### config.mk
export PLATFORM = sky130hd
export DESIGN_NAME = color_palette_out_flat
export DESIGN_NICKNAME = d
export VERILOG_FILES = /design/src/rtl/color_palette_out_if.sv /design/src/rtl/color_palette_out.sv /design/src/flat_wrapper.sv
export SDC_FILE = /design/constraint.sdc
export NUM_CORES = 1
export LEC_CHECK = 0
export BUFFER_PORTS_ARGS = -buffer_cell sky130_fd_sc_hd__buf_4
export CAP_MARGIN = 20
export CELL_PAD_IN_SITES_DETAIL_PLACEMENT = 1
export CELL_PAD_IN_SITES_GLOBAL_PLACEMENT = 1
export CORE_MARGIN = 1.5
export CORE_UTILIZATION = 38
export CTS_BUF_LIST = sky130_fd_sc_hd__clkbuf_4
export DETAILED_ROUTE_END_ITERATION = 10
export PLACE_DENSITY_LB_ADDON = 0.12
export SYNTH_ARGS = -nofsm -noshare
export SYNTH_HDL_FRONTEND = slang
export SYNTH_SLANG_ARGS = --single-unit
### constraint.sdc
create_clock -name i_MCLK -period 4.62 [get_ports i_MCLK]
set_input_delay 1.386 -clock i_MCLK [delete_from_list [all_inputs] [get_ports i_MCLK]]
set_output_delay 1.386 -clock i_MCLK [all_outputs]
set_load 0.01 [all_outputs]
### src/rtl/color_palette_out_if.sv
// CPU-side byte access handshake into the colour RAM arbiter.
interface color_palette_out_if;
  logic        i_CPU_REQ;
  logic        i_CPU_RW;
  logic [11:0] i_CPU_ADDR;
  logic [7:0]  i_CPU_DIN;
  logic [7:0]  o_CPU_DOUT;
  logic        o_CPU_ACK;

  modport master (
    output i_CPU_REQ, i_CPU_RW, i_CPU_ADDR, i_CPU_DIN,
    input  o_CPU_DOUT, o_CPU_ACK
  );
  modport slave (
    input  i_CPU_REQ, i_CPU_RW, i_CPU_ADDR, i_CPU_DIN,
    output o_CPU_DOUT, o_CPU_ACK
  );
endinterface

### src/rtl/color_palette_out.sv
// Palette readout from the two colour RAM halves, with CPU byte access
// slotted into the gaps between pixel reads.
module cpo_chan #(
  parameter bit EXPAND = 1'b1
) (
  input  logic [4:0] c,
  output logic [7:0] y
);
  assign y = EXPAND ? {c, c[4:2]} : {c, 3'b000};
endmodule

module color_palette_out #(
  parameter bit EXPAND = 1'b1
) (
  input  logic                  i_MCLK,
  input  logic                  i_RST,
  input  logic                  i_PXCEN,
  input  logic [10:0]           i_PIXIDX,
  input  logic                  i_BLANK,
  output logic [7:0]            o_R,
  output logic [7:0]            o_G,
  output logic [7:0]            o_B,
  color_palette_out_if.slave    cpu,
  output logic [10:0]           o_CR_ADDR,
  output logic [7:0]            o_CR_DIN,
  output logic                  o_CR_RD_n,
  output logic                  o_CRH_WR_n,
  output logic                  o_CRL_WR_n,
  input  logic [7:0]            i_CRH_DOUT,
  input  logic [7:0]            i_CRL_DOUT
);
  localparam int STAGES = 2;
  localparam int NCH    = 3;

  typedef enum logic [2:0] {IDLE, CPU_RD, CPU_CAP, CPU_WR, ACK, REL} state_t;
  state_t state;

  logic [STAGES:0] vld_pipe;
  logic [STAGES:0] blk_pipe;
  assign vld_pipe[0] = i_PXCEN;
  assign blk_pipe[0] = i_BLANK;

  // Colour word bit 15 carries no colour information.
  logic unused_b15;
  assign unused_b15 = i_CRH_DOUT[7];

  logic [14:0] word;
  assign word = {i_CRH_DOUT[6:0], i_CRL_DOUT};

  logic [NCH-1:0][4:0] ch_in;
  logic [NCH-1:0][7:0] ch_out;
  assign ch_in = {word[14:10], word[9:5], word[4:0]};

  for (genvar g = 0; g < NCH; g++) begin : g_ch
    cpo_chan #(.EXPAND(EXPAND)) u_chan (.c(ch_in[g]), .y(ch_out[g]));
  end

  always_ff @(posedge i_MCLK or posedge i_RST) begin
    if (i_RST) begin
      vld_pipe[STAGES:1] <= '0;
      blk_pipe[STAGES:1] <= '0;
      o_R            <= '0;
      o_G            <= '0;
      o_B            <= '0;
      cpu.o_CPU_DOUT <= '0;
      cpu.o_CPU_ACK  <= 1'b0;
      o_CR_ADDR      <= '0;
      o_CR_DIN       <= '0;
      o_CR_RD_n      <= 1'b1;
      o_CRH_WR_n     <= 1'b1;
      o_CRL_WR_n     <= 1'b1;
      state          <= IDLE;
    end else begin
      vld_pipe[STAGES:1] <= vld_pipe[STAGES-1:0];
      blk_pipe[STAGES:1] <= blk_pipe[STAGES-1:0];
      if (vld_pipe[STAGES]) begin
        o_R <= blk_pipe[STAGES] ? 8'h00 : ch_out[0];
        o_G <= blk_pipe[STAGES] ? 8'h00 : ch_out[1];
        o_B <= blk_pipe[STAGES] ? 8'h00 : ch_out[2];
      end

      cpu.o_CPU_ACK <= 1'b0;
      o_CR_RD_n     <= 1'b1;
      o_CRH_WR_n    <= 1'b1;
      o_CRL_WR_n    <= 1'b1;

      case (state)
        IDLE: if (cpu.i_CPU_REQ && !i_PXCEN) begin
          o_CR_ADDR <= cpu.i_CPU_ADDR[11:1];
          if (cpu.i_CPU_RW) begin
            o_CR_RD_n <= 1'b0;
            state     <= CPU_RD;
          end else begin
            o_CR_DIN   <= cpu.i_CPU_DIN;
            o_CRH_WR_n <= cpu.i_CPU_ADDR[0];
            o_CRL_WR_n <= !cpu.i_CPU_ADDR[0];
            state      <= CPU_WR;
          end
        end
        CPU_RD:  state <= CPU_CAP;
        // RAM data here was registered one edge ago from the CPU address,
        // so a pixel load on the previous edge cannot have disturbed it.
        CPU_CAP: begin
          cpu.o_CPU_DOUT <= cpu.i_CPU_ADDR[0] ? i_CRL_DOUT : i_CRH_DOUT;
          cpu.o_CPU_ACK  <= 1'b1;
          state          <= ACK;
        end
        CPU_WR: begin
          cpu.o_CPU_ACK <= 1'b1;
          state         <= ACK;
        end
        ACK:     state <= REL;
        REL:     if (!cpu.i_CPU_REQ) state <= IDLE;
        default: state <= IDLE;
      endcase

      if (i_PXCEN) begin
        o_CR_ADDR  <= i_PIXIDX;
        o_CR_RD_n  <= 1'b0;
        o_CRH_WR_n <= 1'b1;
        o_CRL_WR_n <= 1'b1;
      end
    end
  end
endmodule

### src/flat_wrapper.sv
// flat-port wrapper written by rule: the top's interface ports become plain ports
module color_palette_out_flat 
#(
  parameter bit EXPAND = 1'b1
)
  (i_MCLK, i_RST, i_PXCEN, i_PIXIDX, i_BLANK, o_R, o_G, o_B, o_CR_ADDR, o_CR_DIN, o_CR_RD_n, o_CRH_WR_n, o_CRL_WR_n, i_CRH_DOUT, i_CRL_DOUT, cpu_i_CPU_REQ, cpu_i_CPU_RW, cpu_i_CPU_ADDR, cpu_i_CPU_DIN, cpu_o_CPU_DOUT, cpu_o_CPU_ACK);
  color_palette_out_if cpu_i ();
  input  logic i_MCLK;
  input  logic i_RST;
  input  logic i_PXCEN;
  input  logic [10:0] i_PIXIDX;
  input  logic i_BLANK;
  output logic [7:0] o_R;
  output logic [7:0] o_G;
  output logic [7:0] o_B;
  output logic [10:0] o_CR_ADDR;
  output logic [7:0] o_CR_DIN;
  output logic o_CR_RD_n;
  output logic o_CRH_WR_n;
  output logic o_CRL_WR_n;
  input  logic [7:0] i_CRH_DOUT;
  input  logic [7:0] i_CRL_DOUT;
  input wire logic [$bits(cpu_i.i_CPU_REQ)-1:0] cpu_i_CPU_REQ;
  input wire logic [$bits(cpu_i.i_CPU_RW)-1:0] cpu_i_CPU_RW;
  input wire logic [$bits(cpu_i.i_CPU_ADDR)-1:0] cpu_i_CPU_ADDR;
  input wire logic [$bits(cpu_i.i_CPU_DIN)-1:0] cpu_i_CPU_DIN;
  output wire logic [$bits(cpu_i.o_CPU_DOUT)-1:0] cpu_o_CPU_DOUT;
  output wire logic [$bits(cpu_i.o_CPU_ACK)-1:0] cpu_o_CPU_ACK;
  assign cpu_i.i_CPU_REQ = cpu_i_CPU_REQ;
  assign cpu_i.i_CPU_RW = cpu_i_CPU_RW;
  assign cpu_i.i_CPU_ADDR = cpu_i_CPU_ADDR;
  assign cpu_i.i_CPU_DIN = cpu_i_CPU_DIN;
  assign cpu_o_CPU_DOUT = cpu_i.o_CPU_DOUT;
  assign cpu_o_CPU_ACK = cpu_i.o_CPU_ACK;
  color_palette_out #(.EXPAND(EXPAND)) u_core (.i_MCLK(i_MCLK), .i_RST(i_RST), .i_PXCEN(i_PXCEN), .i_PIXIDX(i_PIXIDX), .i_BLANK(i_BLANK), .o_R(o_R), .o_G(o_G), .o_B(o_B), .cpu(cpu_i), .o_CR_ADDR(o_CR_ADDR), .o_CR_DIN(o_CR_DIN), .o_CR_RD_n(o_CR_RD_n), .o_CRH_WR_n(o_CRH_WR_n), .o_CRL_WR_n(o_CRL_WR_n), .i_CRH_DOUT(i_CRH_DOUT), .i_CRL_DOUT(i_CRL_DOUT));
endmodule
==> summary.md, run 1 <==
| Metric | Value |
|---|---|
| Reg power frac | 49.7% |
| Final Skew | approximately 12 ps |
| Initial antenna violation count | 0 |
| Final antenna-violating net count | 0 |
| Gr busiest metal | met2 |
| Area of the multi-input gates | roughly 740 um^2 |
| Core area | 5608 um^2 |
| Cells after DPL | ~350 |
| Area of the mapped netlist | 2248 um^2 |
| Postcts setup bufs | 0 |
| Type of the worst setup path | flip-flop to output pin |
| Largest net degree at the start of global routing | 35 |
| Area fraction in compound gates after synthesis | around 6.6% |
| Register area share after synthesis | about three fifths |
| Post-synthesis adder-cell area fraction | 0% |
| Yosys top cell by area | dfrtp_1 |
| Worst skew pair latency | about 380 ps |
| Post-CTS Hold Buffers | 0 |
| Hold Path End | u_core.vld_pipe[2]$_DFF_PP0_ |
| Clk buf depth | 2 |
| Lkg Pwr | around 1.5 nW |
| Gate Count Post-Synth | 190 |
| Clk pwr share | roughly 15% |
| Vias | 1737 |
| Flops & latches, synth | 53 |
| Setup Viol. Count Final | 0 |
| Count leader, synth | dfrtp_1 |
| FILL cells | ~630 |
| Max cap viols | 0 |
| Hold path cells | 0 |
| Hpwl dp | between 4000 and 5000 um |
| Die height | 79.92 um |
| Layout cells sized above 1 | a little over half |
| Synth-to-layout area growth | 37.79% |
| Switching pwr | 0.4424 mW |
| Synth Area in XOR/XNOR | 0% |
| Setup WS post-layout | 2205 ps |
| FF-to-FF End | u_core.o_CR_ADDR[4]$_DFFE_PP0P_ |
| H-tree levels | 2 |
| Unique masters post-synth | 23 |
| Starting density of the core | 40.09% |
| Fmax | approximately 410 MHz |
| Crit-path max cell delay | about 540 ps |
| Largest family of logic cells by synthesized area | multiplexers |
| M2 GR Usage | between 30 and 40% |
| Max-slew headroom | around two fifths |
| Syn nets | between 200 and 250 |
| Residual DRC | 0 |
| Met3 Resource Use GR | under 10% |
| Ratio of final minimum period to clock period | approximately 52% |
| Post-layout min period | between 2000 and 2500 ps |
| Crit path cell chain | buf_4 |
| Cts repair resizes | 0 |
| Wire length per cell | between 15 and 20 um |
| Crit Path Max Fanout | 1 |
| Slew Limit Fails | 0 |
| Post-synthesis mux area share | a little under a fifth |
| Required @ worst endpoint | about 3200 ps |
| Pre-CTS WS | between 1500 and 2000 ps |
| # rows | 27 |
| CTS tree | yes |
| Routed WL | 5494 um |
| Clk pin slew, worst setup/hold paths | around 140 ps |
| Total GRT Usage | between 10% and 20% |
| Die W | roughly 80 um |
| Switching share of power | 32.74% |
| Pint | 0.9087 mW |
| Pwr dens | approximately 440 nW/um^2 |
| RSZ-0062 raised after global routing | no |
| Drt first pass iters | 4 |
| Final instance area | just over 3000 um^2 |
| Hold Crit Start | u_core.vld_pipe[1]$_DFF_PP0_ |
| Peak supply drop | between 150 and 200 uV |
| Vias in the first global route | 1817 |
| Endpoints failing hold | 0 |
| Port Buf Inserts | around 110 |
| Synth Area in Simple Gates | under 10% |
| EDFF count, synth | 0 |
| R2R setup slack | approximately 3000 ps |
| List of most frequent post-synthesis cells | dfrtp_1 (50), mux2_2 (30), inv_1 (18) |
| Crit path launch type | flip-flop |
| Async SR Flop Fraction | 100.0% |
| Drt via density | approximately 4.8 |
| Non-Filler Instances | approximately 360 |
| Area contributors post-synth | dfrtp_1 (56%), mux2_2 (15%), mux2i_1 (3.6%), o21ai_0 (3.6%), dfstp_2 (3.5%) |
| Ys flop type | dfrtp_1 |
| Synthesized area per cell | 11.83 um^2 |
| Number of buffers created by CTS | 5 |
| First-pass GRT wire length | 8811 um |
| Synth warn | 0 |
| GRT overflow | 0 |
| FF-to-FF Start | u_core.state[2]$_DFFE_PP0P_ |
| Clock sinks | 53 |
| Placed inst area | between 3000 and 4000 um^2 |
| Top cell type's share of synthesized area | 55.65% |
| Register Area | ~1300 um^2 |
| DRT iter0 DRCs | around 70 |
| WP buf/inv | 1 |
| Worst min-delay path category | flip-flop to flip-flop |
| Comb pwr share | 35.3% |
| I/O pins | 108 |
| Setup TNS | 0 ps |
| Die ar. | between 6000 and 7000 um^2 |
| Crit path depth | 1 |
| Routing usage on met1 | approximately 23% |
| Arrival time of the worst setup path | between 1000 and 1500 ps |
| Clock root buffer | clkbuf_4 |
| Worst setup EP type | output pin |
| Status | completed |
| Ant. Diodes | 0 |
| Slowest library cell on the worst path | dfstp_2 |
| FF-to-FF path depth | 3 |
| Worst-Margin Slew | between 800 and 900 ps |
| Final GP Congestion | between 0.7 and 0.8 |
| NumNets Final | 342 |
| CP top delay family | flip-flops |
==> state kept, by name, indices dropped and copies added, names as in the netlist, 3 cells and up <==
register               count
u_core.o_CR_DIN            8
u_core.o_B                 5
u_core.o_R                 5
u_core.state               3
u_core.cpu.o_CPU_DOUT      8
u_core.o_CR_ADDR          11
u_core.o_G                 5
==> worst reg2reg max path, cell delays in order, from the launching register on <==
cell and delay, ps:
dfrtp_1 560, nor4b_4 100, nor2_2 450, mux2_2 410
==> power by group through the flow <==
| stage | Clock (mW) | Combinational, mW | Sequential [mW] |
|---|---|---|---|
| finish | 0.202 | 0.478 | 0.671 |
| global route | 0.227 | 0.524 | 0.687 |
| CTS | 0.207 | 0.488 | 0.673 |
| detailed placement | 0 | 0.486 | 0.681 |
| global placement | 0 | 0.470 | 0.676 |
| floorplan | 0 | 0.201 | 0.711 |
==> kinds of logic after synthesis <==
group | Yosys count
AOI/OAI and AO/OA | 29
muxes | 38
DFF | 53
and+or+nand+nor | 35
buffers and inverters | 35
==> area by class of cell <==
cell class	instances	share of cell area (%)
flip-flops and latches	53	42.93
repair buffers	109	26.41
multi-input cells	102	23.95
well taps	72	2.908
inverters	18	2.181
clock buffers	5	1.212
clock inverters	3	0.4039
==> layout by cell type, fill, tap and decap left out, drive strengths merged <==
| cell type | Yosys | layout |
|---|---|---|
| a21oi | 11 | 11 |
| buf | 13 | 109 |
| clkbuf | 4 | 5 |
| clkinv | 0 | 3 |
| dfrtp | 50 | 50 |
| dfstp | 3 | 3 |
| inv | 18 | 18 |
| mux2 | 30 | 30 |
| mux2i | 8 | 8 |
| nand2 | 17 | 17 |
| nand3 | 1 | 1 |
| nor2 | 11 | 11 |
| nor2b | 2 | 2 |
| nor3 | 1 | 1 |
| nor3b | 1 | 1 |
| nor4b | 1 | 1 |
| o211ai | 1 | 1 |
| o21ai | 16 | 16 |
| o22ai | 1 | 1 |
| or2 | 1 | 1 |
==> worst max path at each step <==
stage | startpoint | to | slack (ps)
floorplan | i_RST | u_core.blk_pipe[1]$_DFF_PP0_ | 1950
global placement | cpu_i_CPU_REQ | u_core.o_CR_ADDR[3]$_DFFE_PP0P_ | 2000
detailed placement | cpu_i_CPU_REQ | u_core.o_CR_ADDR[4]$_DFFE_PP0P_ | 1970
CTS | u_core.o_CRH_WR_n$_DFF_PP1_ | o_CRH_WR_n | 2190
global route | u_core.o_CRH_WR_n$_DFF_PP1_ | o_CRH_WR_n | 2160
finish | u_core.o_CRH_WR_n$_DFF_PP1_ | o_CRH_WR_n | 2200
==> routing by layer <==
| metal | part of all wire (%) | routed length [um] |
|---|---|---|
| met5 | 0 | 0 |
| met4 | 1.3 | 70 |
| met3 | 8.6 | 475 |
| met2 | 50 | 2721 |
| met1 | 41 | 2227 |
==> through the flow <==
step                utilization (%)  hold WS (ps)  power, mW
floorplan                         -         331.2     0.9120
global placement              54.22         332.3      1.146
detailed placement            54.22         345.5      1.167
CTS                           55.11         376.1      1.368
global route                  55.24         379.2      1.437
finish                        55.24         371.9      1.351
Note: power is estimated with default switching activity, not from simulation.
==> run 2, diff against run 1 <==
--- a/config.mk
+++ b/config.mk
@@ -10,7 +10,7 @@
 export CELL_PAD_IN_SITES_DETAIL_PLACEMENT = 1
 export CELL_PAD_IN_SITES_GLOBAL_PLACEMENT = 1
 export CORE_MARGIN = 1.5
-export CORE_UTILIZATION = 38
+export CORE_UTILIZATION = 36
 export CTS_BUF_LIST = sky130_fd_sc_hd__clkbuf_4
 export DETAILED_ROUTE_END_ITERATION = 10
 export PLACE_DENSITY_LB_ADDON = 0.12
==> constraint.sdc (replaced) <==
create_clock -name i_MCLK -period 2.5 [get_ports i_MCLK]
set_input_delay 0.75 -clock i_MCLK [delete_from_list [all_inputs] [get_ports i_MCLK]]
set_output_delay 0.75 -clock i_MCLK [all_outputs]
set_load 0.01 [all_outputs]
==> summary.md, run 2 (synthesis gave the netlist of run 1 again) <==
| Metric | Value |
|---|---|
| Max-slew headroom | 52.76% (+12 points) |
| Final GP Congestion | 0.7198 (-3.7%) |
| Total GRT Usage | 17.00% (-1.5 points) |
| Die ar. | 6729 um^2 (+5.3%) |
| GRT overflow | 0 (unchanged) |
| Clock root buffer | clkbuf_4 |
| Slew Limit Fails | 0 (unchanged) |
| Cts repair resizes | 0 (unchanged) |
| Worst min-delay path category | flip-flop to flip-flop |
| # rows | 28 (+3.7%) |
| Lkg Pwr | 1.551 nW (+2.2%) |
| Final antenna-violating net count | 0 (unchanged) |
| RSZ-0062 raised after global routing | no |
| Drt via density | 4.728 (-1.5%) |
| Die W | 82.03 um (+2.6%) |
| Fmax | roughly 570 MHz |
| Slowest library cell on the worst path | dfstp_2 |
| DRT iter0 DRCs | 39 (-43%) |
| Setup Viol. Count Final | 0 (unchanged) |
| Most common cell after layout, fill and taps aside | buf_4 |
| Routed WL | 5358 um (-2.5%) |
| Clk pin slew, worst setup/hold paths | 140 ps (about the same) |
| Max cap viols | 0 (unchanged) |
| Largest net degree at the start of global routing | 34 (-2.9%) |
| Peak supply drop | 435.6 uV (+120%) |
| Residual DRC | 0 (unchanged) |
| Largest register FFs | 11 (unchanged) |
| Clk pwr share | 18.3% (+3.3 points) |
| Endpoints failing hold | 0 (unchanged) |
| Initial antenna violation count | 0 (unchanged) |
| Crit path cell chain | buf_4 |
| Postcts setup bufs | 0 (unchanged) |
| Pint | 1.806 mW (+99%) |
| Type of the worst setup path | flip-flop to output pin |
| Final Skew | 14.36 ps (+2.706 ps) |
| FF-to-FF path depth | 3 (unchanged) |
| Biggest registers after layout | u_core.o_CR_ADDR x11, u_core.cpu.o_CPU_DOUT x8, u_core.o_CR_DIN x8 |
| Hold path cells | 0 (unchanged) |
| CTS tree | yes |
| Switching share of power | 30.71% (-2.0 points) |
| Ratio of final minimum period to clock period | between 70% and 80% |
| Die height | 82.03 um (+2.6%) |
| Setup TNS | 0 ps (unchanged) |
| Crit path depth | 1 (unchanged) |
| Worst setup EP type | output pin |
| Layout cells sized above 1 | 53.92% (+0.82 points) |
| NumNets Final | 345 (+0.88%) |
| CP top delay family | flip-flops |
| Reg power frac | 47.5% (-2.2 points) |
| Post-layout min period | ~1800 ps |
| Core area | 5991 um^2 (+6.8%) |
| Crit-path max cell delay | 540 ps (about the same) |
| Most frequent cells in the layout | buf_4 (111), dfrtp_1 (50), mux2_2 (30) |
| Starting density of the core | 37.53% (-2.6 points) |
| WP buf/inv | 1 (unchanged) |
| Clock sinks | 53 (unchanged) |
| Arrival time of the worst setup path | 1010 ps (-20 ps) |
| Switching pwr | 0.8002 mW (+81%) |
| Synth-to-layout area growth | 40.79% |
| Drt first pass iters | 4 (unchanged) |
| I/O pins | 108 (unchanged) |
| Wire length per cell | 14.56 um (-4.1%) |
| Worst-Margin Slew | 707.5 ps (-173.1 ps) |
| Pwr dens | 823.2 nW/um^2 (+89%) |
| Port Buf Inserts | 107 (unchanged) |
| Final Util | 52.84% (-2.4 points) |
| Vias in the first global route | 1880 (+3.5%) |
| First-pass GRT wire length | 8618 um (-2.2%) |
| Ant. Diodes | 0 (unchanged) |
| Crit Path Max Fanout | 1 (unchanged) |
| Vias | 1740 (+0.17%) |
| Largest Register | u_core.o_CR_ADDR |
| Comb pwr share | 34.3% (-1.0 points) |
| Status | completed |
| Worst hold slack | 366.8 ps (-5.130 ps) |
| Worst skew pair latency | 370 ps (about the same) |
| Crit path launch type | flip-flop |
| Hpwl dp | 4047 um (-2.8%) |
| Clk buf depth | 2 (unchanged) |
| H-tree levels | 2 (unchanged) |
| Required @ worst endpoint | 1750 ps (-1480 ps) |
| Number of buffers created by CTS | 5 (unchanged) |
| Post-CTS Hold Buffers | 0 (unchanged) |
run 2: changes by cell type in the layout (fill, tap and decap cells not counted):
| cell | before | now |
|---|---|---|
| buf_4 | 109 | 111 |
| clkinv_1 | 2 | 1 |
| bufinv_16 | 0 | 1 |
| clkbuf_4 | 5 | 6 |
| buf_12 | 0 | 1 |
| clkinv_2 | 1 | 0 |
run 2: path summary, 6_finish.rpt:
path                                         startpoint  slack (ps)                                    to
hold reg to reg            u_core.vld_pipe[1]$_DFF_PP0_         370          u_core.vld_pipe[2]$_DFF_PP0_
hold / removal             u_core.vld_pipe[1]$_DFF_PP0_         370          u_core.vld_pipe[2]$_DFF_PP0_
setup / recovery            u_core.o_CRH_WR_n$_DFF_PP1_         740                            o_CRH_WR_n
min in group asynchronous                         i_RST         480        u_core.o_CR_DIN[2]$_DFFE_PP0P_
max in group asynchronous                         i_RST        1380  u_core.cpu.o_CPU_DOUT[7]$_DFFE_PP0N_
setup reg to reg            u_core.state[2]$_DFFE_PP0P_         920       u_core.o_CR_ADDR[7]$_DFFE_PP0P_
run 2: cell type report:
cell class | count | area (um^2)
inverters | 18 | 67.56
flip-flops and latches | 53 | 1330
multi-input cells | 102 | 742.0
well taps | 75 | 93.84
fillers | 685 | 2825
repair buffers | 112 | 853.3
clock inverters | 2 | 33.78
clock buffers | 6 | 45.04
run 2: power groups by stage:
stage | registers [mW] | clock network [mW] | logic [mW]
floorplan | 1.31 | 0 | 0.372
global placement | 1.25 | 0 | 0.884
detailed placement | 1.26 | 0 | 0.912
CTS | 1.24 | 0.501 | 0.913
global route | 1.27 | 0.525 | 0.984
finish | 1.24 | 0.476 | 0.893
run 2: stage by stage:
step / std cells / setup WS (ps) / total power, mW / instance area (um^2)
after CTS: 368 / 702.8 / 2.654 / 3166
after detailed placement: 360 / 478.9 / 2.167 / 3087
after global routing: 368 / 675.0 / 2.782 / 3166
after global placement: 360 / 519.3 / 2.132 / 3087
after floorplan: 190 / 468.7 / 1.685 / 2248
final: 368 / 736.5 / 2.606 / 3166
run 2: layer usage:
metal  part of all wire, %  track usage [%]  up-vias
li1                      -                -      820
met1                    41            20.24      840
met2                    50            29.59       75
met3                   8.1            5.889        5
met4                  0.90            3.559        0
met5                     0                0        -
==> run 3, diff against run 2 <==
==> constraint.sdc (replaced) <==
create_clock -name i_MCLK -period 1.8 [get_ports i_MCLK]
set_input_delay 0.54 -clock i_MCLK [delete_from_list [all_inputs] [get_ports i_MCLK]]
set_output_delay 0.54 -clock i_MCLK [all_outputs]
set_load 0.01 [all_outputs]
==> summary.md, run 3 (synthesis gave the netlist of run 1 again) <==
| Metric | Value |
|---|---|
| Residual DRC | 0 (unchanged) |
| Hpwl dp | 3917 um (-3.2%) |
| # rows | 28 (unchanged) |
| Die W | 82.03 um (unchanged) |
| Setup Viol. Count Final | 0 (unchanged) |
| Ratio of final minimum period to clock period | between 80% and 90% |
| Arrival time of the worst setup path | 1820 ps (+810 ps) |
| Core area | 5991 um^2 (unchanged) |
| Largest register FFs | 11 (unchanged) |
| Die ar. | 6729 um^2 (unchanged) |
| Setup TNS | 0 ps (unchanged) |
| Worst min-delay path category | input pin to async pin |
| Lkg Pwr | 1.549 nW (-0.14%) |
| Crit path launch type | flip-flop |
| Cells after DPL | 358 (-0.56%) |
| CTS tree | yes |
| NumNets Final | 343 (-0.58%) |
| Clock root buffer | clkbuf_4 |
| Starting density of the core | 37.53% (unchanged) |
| Status | completed |
| Postcts setup bufs | 0 (unchanged) |
| Ant. Diodes | 0 (unchanged) |
| Required @ worst endpoint | 2060 ps (+310 ps) |
| H-tree levels | 2 (unchanged) |
| Drt via density | 4.653 (-1.6%) |
| Final Skew | 8.199 ps (-6.162 ps) |
| Area of the multi-input gates | 742.0 um^2 (unchanged) |
| Final Util | 53.05% (+0.21 points) |
| Max cap viols | 0 (unchanged) |
| Type of the worst setup path | flip-flop to flip-flop |
| Overall power | 3.749 mW (+44%) |
| Peak supply drop | 625.4 uV (+44%) |
| Most common cell after layout, fill and taps aside | buf_4 |
| Cts repair resizes | 0 (unchanged) |
| Crit path cell chain | nor4b_4 -> nor2_2 -> mux2_2 |
| Total GRT Usage | 16.38% (-0.62 points) |
| Layout cells sized above 1 | 53.95% (about the same) |
| Initial antenna violation count | 0 (unchanged) |
| Pwr dens | 1180 nW/um^2 (+43%) |
| Port Buf Inserts | 107 (unchanged) |
| Largest Register | u_core.o_CR_ADDR |
| Worst skew pair latency | 360 ps (about the same) |
| Post-CTS Hold Buffers | 0 (unchanged) |
| Number of buffers created by CTS | 5 (unchanged) |
| Synth-to-layout area growth | 41.35% |
| Slew Limit Fails | 0 (unchanged) |
| Clock sinks | 53 (unchanged) |
| Worst hold slack | 221.6 ps (-145.2 ps) |
| Slowest library cell on the worst path | dfrtp_1 |
| Largest net degree at the start of global routing | 54 (+59%) |
| I/O pins | 108 (unchanged) |
| Clk pin slew, worst setup/hold paths | 150 ps (about the same) |
| Placed inst area | 3075 um^2 (-0.36%) |
| FILL cells | 680 (-0.73%) |
| Wire length per cell | 14.36 um (-1.4%) |
| Vias in the first global route | 1783 (-5.2%) |
| Crit Path Max Fanout | 11 (+10) |
| Worst-Margin Slew | 1003 ps (+295.7 ps) |
| Fmax | 643.2 MHz |
| Pre-CTS WS | 4.141 ps (-474.8 ps) |
| Drt first pass iters | 2 (-2) |
| First-pass GRT wire length | 8342 um (-3.2%) |
| Routed WL | 5255 um (-1.9%) |
| Register Area | 1330 um^2 (unchanged) |
| Max-slew headroom | 32.98% (-20 points) |
| Final instance area | 3178 um^2 (+0.40%) |
| Final antenna-violating net count | 0 (unchanged) |
| Biggest registers after layout | u_core.o_CR_ADDR x11, u_core.cpu.o_CPU_DOUT x8, u_core.o_CR_DIN x8 |
| Non-Filler Instances | 366 (-0.54%) |
| Most frequent cells in the layout | buf_4 (109), dfrtp_1 (50), mux2_2 (30) |
| Worst setup EP type | flip-flop |
| Die height | 82.03 um (unchanged) |
| RSZ-0062 raised after global routing | no |
| Crit-path max cell delay | 540 ps (about the same) |
| Endpoints failing hold | 0 (unchanged) |
| GRT overflow | 0 (unchanged) |
| Post-layout min period | around 1600 ps |
| Setup WS post-layout | 245.3 ps (-491.2 ps) |
| Final GP Congestion | 0.7434 (+3.3%) |
| DRT iter0 DRCs | 28 (-28%) |
| Vias | 1703 (-2.1%) |
| Clk buf depth | 2 (unchanged) |
[run 3: worst paths after layout]
kind                                              startpoint                               to  slack [ps]  cells after the start
worst min-delay path                                   i_RST   u_core.cpu.o_CPU_ACK$_DFF_PP0_         220                      3
max in group asynchronous                              i_RST      u_core.o_CRH_WR_n$_DFF_PP1_        1290                      3
worst max-delay path             u_core.state[2]$_DFFE_PP0P_  u_core.o_CR_ADDR[5]$_DFFE_PP0P_         250                      3
worst min register to register  u_core.blk_pipe[1]$_DFF_PP0_     u_core.blk_pipe[2]$_DFF_PP0_         370                      0
worst max register to register   u_core.state[2]$_DFFE_PP0P_  u_core.o_CR_ADDR[5]$_DFFE_PP0P_         250                      3
min in group i_MCLK                                  i_BLANK     u_core.blk_pipe[1]$_DFF_PP0_         280                      1
[run 3: per-layer routing]
metal | share of wire, % | routed length (um) | track usage (%)
met1 | 44 | 2299 | 20.55
met3 | 8.1 | 427 | 5.556
met5 | 0 | 0 | 0
met4 | 0.44 | 23 | 3.559
met2 | 48 | 2505 | 27.30
[run 3: where the power goes]
part / internal [mW] / leakage, nW / switching [mW]
combinational: 0.697 / 0.859 / 0.532
sequential: 1.50 / 0.635 / 0.218
clock: 0.431 / 0.0552 / 0.368
total: 2.63 / 1.55 / 1.12
[run 3: final cells by class]
type | instances | share of cell area (%)
clock inverters | 3 | 2.047
clock buffers | 5 | 1.181
inverters | 18 | 2.244
well taps | 75 | 2.953
multi-input cells | 102 | 23.35
repair buffers | 110 | 26.38
flip-flops and latches | 53 | 41.85
[run 3: worst max-delay path, delay by kind of cell, from the launching register on]
kind | cells | cell delay, ps
muxes | 1 | 400
DFF | 1 | 540
and+or+nand+nor | 2 | 520
